<file path="src/rtl/mult_div_unit_pkg.sv">
// muldiv_pkg: shared definitions for the iterative multiply/divide unit.
//   op_e          : Op field encodings (3'b11x are NOPs and have no name)
//   state_e       : control FSM states
//   ITERATIONS    : shift-add / restoring-divide steps per operation
//   DIV0_QUOTIENT : LO value written by a divide by zero
package muldiv_pkg;

  typedef enum logic [2:0] {
    OP_MULT  = 3'b000,
    OP_MULTU = 3'b001,
    OP_DIV   = 3'b010,
    OP_DIVU  = 3'b011,
    OP_MTHI  = 3'b100,
    OP_MTLO  = 3'b101
  } op_e;

  typedef enum logic [1:0] {
    IDLE,
    CALC,
    FIN
  } state_e;

  localparam int unsigned ITERATIONS    = 32;
  localparam logic [31:0] DIV0_QUOTIENT = 32'hFFFF_FFFF;

endpackage

</file>
<file path="src/rtl/mult_div_unit_if.sv">
// mult_div_unit_if: issue/result bundle between the EX stage and mult_div_unit.
//   Start, Op, Flush, A, B : issue side (driven by the master / EX stage)
//   Hi, Lo, Busy, Done     : result side (driven by the slave / mult_div_unit)
interface mult_div_unit_if #(
  parameter int unsigned WIDTH = 32
);
  logic             Start;
  logic [2:0]       Op;
  logic             Flush;
  logic [WIDTH-1:0] A;
  logic [WIDTH-1:0] B;
  logic [WIDTH-1:0] Hi;
  logic [WIDTH-1:0] Lo;
  logic             Busy;
  logic             Done;

  modport master (
    output Start, Op, Flush, A, B,
    input  Hi, Lo, Busy, Done
  );

  modport slave (
    input  Start, Op, Flush, A, B,
    output Hi, Lo, Busy, Done
  );
endinterface

</file>
<file path="src/rtl/mult_div_unit_div_step.sv">
// div_step: one restoring-division step (combinational).
//   partial  : {remainder, next dividend bit}, WIDTH+1 bits
//   divisor  : divisor magnitude
//   rem_next : remainder after a successful or restored subtraction
//   q_bit    : quotient bit produced by this step
module div_step #(
  parameter int unsigned WIDTH = 32
) (
  input  logic [WIDTH:0]   partial,
  input  logic [WIDTH-1:0] divisor,
  output logic [WIDTH-1:0] rem_next,
  output logic             q_bit
);
  logic [WIDTH:0] diff;

  // partial < 2*divisor always holds, so the top bit of the difference is
  // a clean borrow flag and a non-borrowing result fits in WIDTH bits.
  always_comb begin
    diff     = partial - {1'b0, divisor};
    q_bit    = ~diff[WIDTH];
    rem_next = q_bit ? diff[WIDTH-1:0] : partial[WIDTH-1:0];
  end
endmodule

</file>
<file path="src/rtl/mult_div_unit.sv">
// mult_div_unit: iterative MULT/MULTU/DIV/DIVU unit with HI/LO registers and
// MTHI/MTLO writes, sitting beside the ALU in EX.
//   Clk     : clock, rising edge
//   Reset_n : asynchronous active-low reset
//   bus     : mult_div_unit_if.slave (Start/Op/Flush/A/B in, Hi/Lo/Busy/Done out)
// Optional feature: define MULDIV_FAST_MULT_EN to replace the 32-step
// multiply with a single-cycle '*' (divide stays iterative).
module mult_div_unit
  import muldiv_pkg::*;
#(
  parameter int unsigned WIDTH = 32
) (
  input  logic         Clk,
  input  logic         Reset_n,
  mult_div_unit_if.slave bus
);
  localparam int unsigned CW = $clog2(ITERATIONS);

  state_e             state;
  logic [CW-1:0]      count;
  logic [2*WIDTH-1:0] acc;     // mul: {partial product, multiplier}; div: {remainder, dividend/quotient}
  logic [WIDTH-1:0]   mcand;   // multiplicand (mul) or divisor (div) magnitude
  logic               is_div;
  logic               neg_q;   // negate product / quotient at FIN
  logic               neg_r;   // negate remainder at FIN
  logic               done_r;
  logic [WIDTH-1:0]   hi_r;
  logic [WIDTH-1:0]   lo_r;

  logic               op_signed;
  logic               a_neg;
  logic               b_neg;
  logic [WIDTH-1:0]   a_mag;
  logic [WIDTH-1:0]   b_mag;

  logic [WIDTH:0]     mul_sum;
  logic [2*WIDTH-1:0] mul_next;
  logic [WIDTH:0]     partial;
  logic [WIDTH-1:0]   rem_next;
  logic               q_bit;
  logic [2*WIDTH-1:0] div_next;

  logic [2*WIDTH-1:0] prod_fix;
  logic [WIDTH-1:0]   quo_fix;
  logic [WIDTH-1:0]   rem_fix;
  logic [2*WIDTH-1:0] result;

  always_comb begin
    op_signed = (bus.Op == OP_MULT) || (bus.Op == OP_DIV);
    a_neg     = op_signed & bus.A[WIDTH-1];
    b_neg     = op_signed & bus.B[WIDTH-1];
    a_mag     = a_neg ? -bus.A : bus.A;
    b_mag     = b_neg ? -bus.B : bus.B;
  end

  // Shift-add multiply step: add the multiplicand if the multiplier LSB is
  // set, then shift the whole accumulator right by one (carry included).
  always_comb begin
    mul_sum  = {1'b0, acc[2*WIDTH-1:WIDTH]} + {1'b0, {WIDTH{acc[0]}} & mcand};
    mul_next = {mul_sum, acc[WIDTH-1:1]};
  end

  assign partial  = {acc[2*WIDTH-1:WIDTH], acc[WIDTH-1]};
  assign div_next = {rem_next, acc[WIDTH-2:0], q_bit};

  div_step #(.WIDTH(WIDTH)) u_div_step (
    .partial  (partial),
    .divisor  (mcand),
    .rem_next (rem_next),
    .q_bit    (q_bit)
  );

  always_comb begin
    prod_fix = neg_q ? -acc : acc;
    quo_fix  = neg_q ? -acc[WIDTH-1:0] : acc[WIDTH-1:0];
    rem_fix  = neg_r ? -acc[2*WIDTH-1:WIDTH] : acc[2*WIDTH-1:WIDTH];
    result   = is_div ? {rem_fix, quo_fix} : prod_fix;
  end

  always_ff @(posedge Clk or negedge Reset_n) begin
    if (!Reset_n) begin
      state  <= IDLE;
      count  <= '0;
      acc    <= '0;
      mcand  <= '0;
      is_div <= 1'b0;
      neg_q  <= 1'b0;
      neg_r  <= 1'b0;
      done_r <= 1'b0;
      hi_r   <= '0;
      lo_r   <= '0;
    end else begin
      done_r <= 1'b0;
      case (state)
        IDLE: begin
          if (bus.Start && !bus.Flush) begin
            case (bus.Op)
              OP_MTHI: hi_r <= bus.A;
              OP_MTLO: lo_r <= bus.A;
              OP_MULT, OP_MULTU: begin
                is_div <= 1'b0;
                mcand  <= a_mag;
                neg_q  <= a_neg ^ b_neg;
                neg_r  <= 1'b0;
`ifdef MULDIV_FAST_MULT_EN
                acc    <= (2*WIDTH)'(a_mag) * (2*WIDTH)'(b_mag);
                state  <= FIN;
`else
                acc    <= {{WIDTH{1'b0}}, b_mag};
                count  <= CW'(ITERATIONS - 1);
                state  <= CALC;
`endif
              end
              OP_DIV, OP_DIVU: begin
                is_div <= 1'b1;
                mcand  <= b_mag;
                if (bus.B == '0) begin
                  // Raw A and the fixed quotient go straight to FIN with no
                  // sign fixup, giving Hi=A, Lo=all-ones.
                  acc   <= {bus.A, DIV0_QUOTIENT};
                  neg_q <= 1'b0;
                  neg_r <= 1'b0;
                  state <= FIN;
                end else begin
                  acc   <= {{WIDTH{1'b0}}, a_mag};
                  neg_q <= a_neg ^ b_neg;
                  neg_r <= a_neg;
                  count <= CW'(ITERATIONS - 1);
                  state <= CALC;
                end
              end
              default: ;
            endcase
          end
        end
        CALC: begin
          if (bus.Flush) begin
            state <= IDLE;
          end else begin
            acc   <= is_div ? div_next : mul_next;
            count <= count - 1'b1;
            if (count == '0) state <= FIN;
          end
        end
        FIN: begin
          state <= IDLE;
          if (!bus.Flush) begin
            {hi_r, lo_r} <= result;
            done_r       <= 1'b1;
          end
        end
        default: state <= IDLE;
      endcase
    end
  end

  assign bus.Hi   = hi_r;
  assign bus.Lo   = lo_r;
  assign bus.Busy = (state != IDLE);
  assign bus.Done = done_r;

endmodule
</file>
<file path="src/flat_wrapper.sv">
// flat-port wrapper written by rule: the top's interface ports become plain ports
module mult_div_unit_flat import muldiv_pkg::*;
#(
  parameter int unsigned WIDTH = 32
)
  (Clk, Reset_n, bus_Start, bus_Op, bus_Flush, bus_A, bus_B, bus_Hi, bus_Lo, bus_Busy, bus_Done);
  mult_div_unit_if #(.WIDTH(WIDTH)) bus_i ();
  input  logic Clk;
  input  logic Reset_n;
  input wire logic [$bits(bus_i.Start)-1:0] bus_Start;
  input wire logic [$bits(bus_i.Op)-1:0] bus_Op;
  input wire logic [$bits(bus_i.Flush)-1:0] bus_Flush;
  input wire logic [$bits(bus_i.A)-1:0] bus_A;
  input wire logic [$bits(bus_i.B)-1:0] bus_B;
  output wire logic [$bits(bus_i.Hi)-1:0] bus_Hi;
  output wire logic [$bits(bus_i.Lo)-1:0] bus_Lo;
  output wire logic [$bits(bus_i.Busy)-1:0] bus_Busy;
  output wire logic [$bits(bus_i.Done)-1:0] bus_Done;
  assign bus_i.Start = bus_Start;
  assign bus_i.Op = bus_Op;
  assign bus_i.Flush = bus_Flush;
  assign bus_i.A = bus_A;
  assign bus_i.B = bus_B;
  assign bus_Hi = bus_i.Hi;
  assign bus_Lo = bus_i.Lo;
  assign bus_Busy = bus_i.Busy;
  assign bus_Done = bus_i.Done;
  mult_div_unit #(.WIDTH(WIDTH)) u_core (.Clk(Clk), .Reset_n(Reset_n), .bus(bus_i));
endmodule
</file>
<file path="config.mk">
export PLATFORM = sky130hd
export DESIGN_NAME = mult_div_unit_flat
export DESIGN_NICKNAME = d
export VERILOG_FILES = /design/src/rtl/mult_div_unit_pkg.sv /design/src/rtl/mult_div_unit_if.sv /design/src/rtl/mult_div_unit_div_step.sv /design/src/rtl/mult_div_unit.sv /design/src/flat_wrapper.sv
export SDC_FILE = /design/constraint.sdc
export NUM_CORES = 1
export LEC_CHECK = 0
export BUFFER_PORTS_ARGS = -buffer_cell sky130_fd_sc_hd__buf_2
export CORE_ASPECT_RATIO = 1.2
export CORE_MARGIN = 8
export CORE_UTILIZATION = 45
export DETAILED_ROUTE_END_ITERATION = 7
export SLEW_MARGIN = 20
export SYNTH_ARGS = -nofsm -noshare
export SYNTH_HDL_FRONTEND = slang
export SYNTH_HIERARCHICAL = 1
export SYNTH_SLANG_ARGS = --single-unit
</file>
<file path="constraint.sdc">
create_clock -name Clk -period 8.9 [get_ports Clk]
set_clock_uncertainty 0.1 [all_clocks]
set_input_delay 0.89 -clock Clk [delete_from_list [all_inputs] [get_ports Clk]]
set_output_delay 0.89 -clock Clk [all_outputs]
set_load 0.05 [all_outputs]
</file>
==> impl_metrics.yaml <==
outcome:
  status: "finished, final reports clean"
worst_hold_path:
  whs_path_depth: 1
  hp-class: "flip-flop to flip-flop"
  worstHoldEndpoint: "u_core/bus.Lo[7]"
  min_from: "u_core/bus.Lo[7]"
final_layout:
  drive_gt1_frac: 0.1346
  fin_util: 0.4958
  nets: 2151
  layout_common_cells: "nor2_1 (185), nand2_1 (181), dfrtp_1 (170)"
  layout_commonest_cell: "nor2_1"
  antenna_cells: 0
  area_delta_synth_final_pct: 9.611
drt:
  dr.pass1.iters: 5
  drt-initial-drc-count: 1898
  vias_per_cell: 6.400
  vias: 15890
  drt-total-wl_mm: 63.94
  postRouteAntennaNets: 0
  route.detailed.drc: 0
  wl_per_cell_um: 25.75
worst_setup_path:
  path_class: "flip-flop to flip-flop"
  required_ns: 9.15
  path_buf_inv: 2
  critical_path.most_common_cell: "nor2_1"
  r2r_start: "u_core/acc[31]"
  path_max_fanout: 24
  timing.rr.end: "u_core/acc[60]"
  setup.worst_path.end_class: "flip-flop"
  reg2reg_setup_slack_ns: 4.18
  crit_path_max_incr_delay_ns: 0.52
  cp-start-kind: "flip-flop"
  ff2ff_path_depth: 17
  cp.arrival_ns: 4.97
  cp_cell_sequence: "inv_1, ha_1, fa_1, and2b_1, o2111ai_2, a21oi_2, o2111ai_1, a211oi_2, nor2_4, mux2i_4, and2_4, inv_8, mux2_4, a221o_1, nor2_1, mux2_2, nor2_1"
  critical-path-top-delay-family: "compound AO/OA/AOI/OAI gates"
  cpMaxStageDelayCell: "dfrtp_1"
die:
  row_count: 75
  die_w_um: 186.3
  core_area_um2: 34630
  dieArea_um2: 41050
  die_h_um: 220.4
  io_pins: 137
  start_util: 0.4523
synth:
  synth_cell_types: 99
  synth_edf_count: 0
  netlist_area_um2: 15660
  syn_nets: 2100
  syn_inst: 1957
  synthFlopType: "dfrtp_1"
  ys_seq_elements: 171
  seq_area_frac_synth: 0.2732
  synth-warning-count: 6
  syn_avg_cell_area_um2: 8.003
  ys_async_sr_fraction: 1.000
clocking:
  clk_latency_ns: 0.47
  clkSinkCount: 171
  cts_setup_buffers: 0
  cts.repair.resized: 0
  clockRootBuffer: "clkbuf_16"
  clk_path_buf_depth: 2
  cts_max_level: 4
  numCtsBuffers: 17
  cts_tree: "done"
  holdBufCountCts: 0
  path_clk_slew_ns: 0.08
sta:
  relSlewSlack: 0.3376
  worst_pin_slew_ns: 0.9936
  tns_ns: 0
  fin_ws_ns: 4.185
  fin_crit_sh: 0.5298
  fmax_ghz: 0.2121
  finalHoldViolations: 0
  rsz0062_at_grt: "false"
  fin_crit_ns: 4.715
  setup_viol: 0
  report.final.slew_viol_count: 0
  whs_ns: 0.3788
power:
  peakVddDrop_uv: 176.8
  power.total_mw: 7.612
  pwr_density_cell_nw_per_um2: 443.4
  leakagePower_nw: 7.421
run:
  drv_cap: 0
global_routing:
  antenna_found_initial: 0
  grt_pass1_wl_mm: 95.53
  overflow: 0
  grt_pass1_vias: 15470
  grt_use_total: 0.3029
  grt_max_degree: 100
place:
  dp_slack_ns: 4.341
  place.gp.congestion: 0.9735
  port_buffers: 136
  hpwl_mm: 48.58
[how the worst max path moves through the flow]
stage,start,end,slack [ns],depth (start not counted)
2_1_floorplan,u_core/acc[31],u_core/acc[60],4.86,19
3_3_place_gp,u_core/acc[31],u_core/acc[60],4.36,17
3_5_place_dp,u_core/acc[31],u_core/acc[60],4.34,17
4_1_cts,u_core/acc[31],u_core/acc[60],4.30,17
5_1_grt,u_core/acc[31],u_core/acc[60],4.05,17
6_report,u_core/acc[31],u_core/acc[60],4.18,17
[sequential cells by signal, summed over array words and instances (netlist names)]
signal	cells
u_core/mcand	32
u_core/state	2
u_core/bus.Hi	32
u_core/is_div	1
u_core/bus.Done	1
u_core/neg_q	1
u_core/acc	64
u_core/neg_r	1
u_core/count	5
u_core/bus.Lo	32
[where the power goes]
group / total [mW] / switching, mW / leakage [nW] / internal [mW]
Combinational: 5.11 / 3.11 / 5.08 / 2.00
Sequential: 1.73 / 0.597 / 2.07 / 1.13
Clock: 0.771 / 0.371 / 0.275 / 0.400
[cell type report]
cell class,instances,area [um2]
Fill cell,3461,17460
Multi-Input combinational cell,1596,10610
Sequential cell,171,4280
Timing Repair Buffer,159,879.6
Tap cell,462,578.1
Clock buffer,19,442.9
Inverter,63,244.0
Clock inverter,13,133.9
[cells by family (layout without fill, tap and decap cells)]
group | Yosys count | after routing | synth area share
buffers and inverters | 190 | 254 | 0.05249
DFF | 171 | 171 | 0.2732
and+or+nand+nor | 651 | 651 | 0.2038
adders and majority gates | 72 | 72 | 0.05848
xor gates and xnor gates | 161 | 161 | 0.09004
muxes | 81 | 81 | 0.05976
AOI/OAI and AO/OA | 631 | 631 | 0.2622
[Yosys cell counts, drive strengths merged (6+ instances only)]
cell type  number  area, um2
a31oi          36      225.2
nor4b           6      65.06
nor3           59      295.3
nor4           15      157.7
ha             70      875.8
o31a            6      52.55
a221o           7      70.07
nor2b           8      50.05
a21boi         11      82.58
o22ai          14      87.58
and2           43      272.8
o2111ai         6      58.80
nand4          17      106.4
mux2i          48      493.0
and3           16      101.4
o221ai         11      96.34
nor2          188      713.2
nand3b          6      45.04
a21oi         169      860.8
a221oi         32      280.3
o21ai         153      765.7
a211o           8      71.32
xnor2          87      762.0
o21bai          9      67.56
buf            23      173.9
dfrtp         171       4279
mux2           33      442.9
inv            62      240.2
clkbuf        102      382.9
nand2b          9      56.30
o31ai          36      270.3
or3            27      173.9
or4            11      86.33
a211oi         14      110.1
xor2           74      648.1
o21a           14      105.1
nand3          40      200.2
o22a            6      52.55
or2             9      56.31
o41ai          16      162.7
a21o           41      309.1
nand2         181      679.4
[stage by stage]
step | area [um2] | cells
floorplan | 15660 | 1957
global route | 17170 | 2483
finish | 17170 | 2483
detailed placement | 16560 | 2450
global placement | 16550 | 2450
CTS | 17140 | 2482
[layer usage]
layer  vias up  part of all wire  track usage
met5         -                 0            0
met4         0             0.061       0.1894
met3       185             0.074      0.05706
met1      7692              0.41       0.3713
li1       7256                 -            -
met2       758              0.46       0.4899
(Power assumes the default switching activity.)
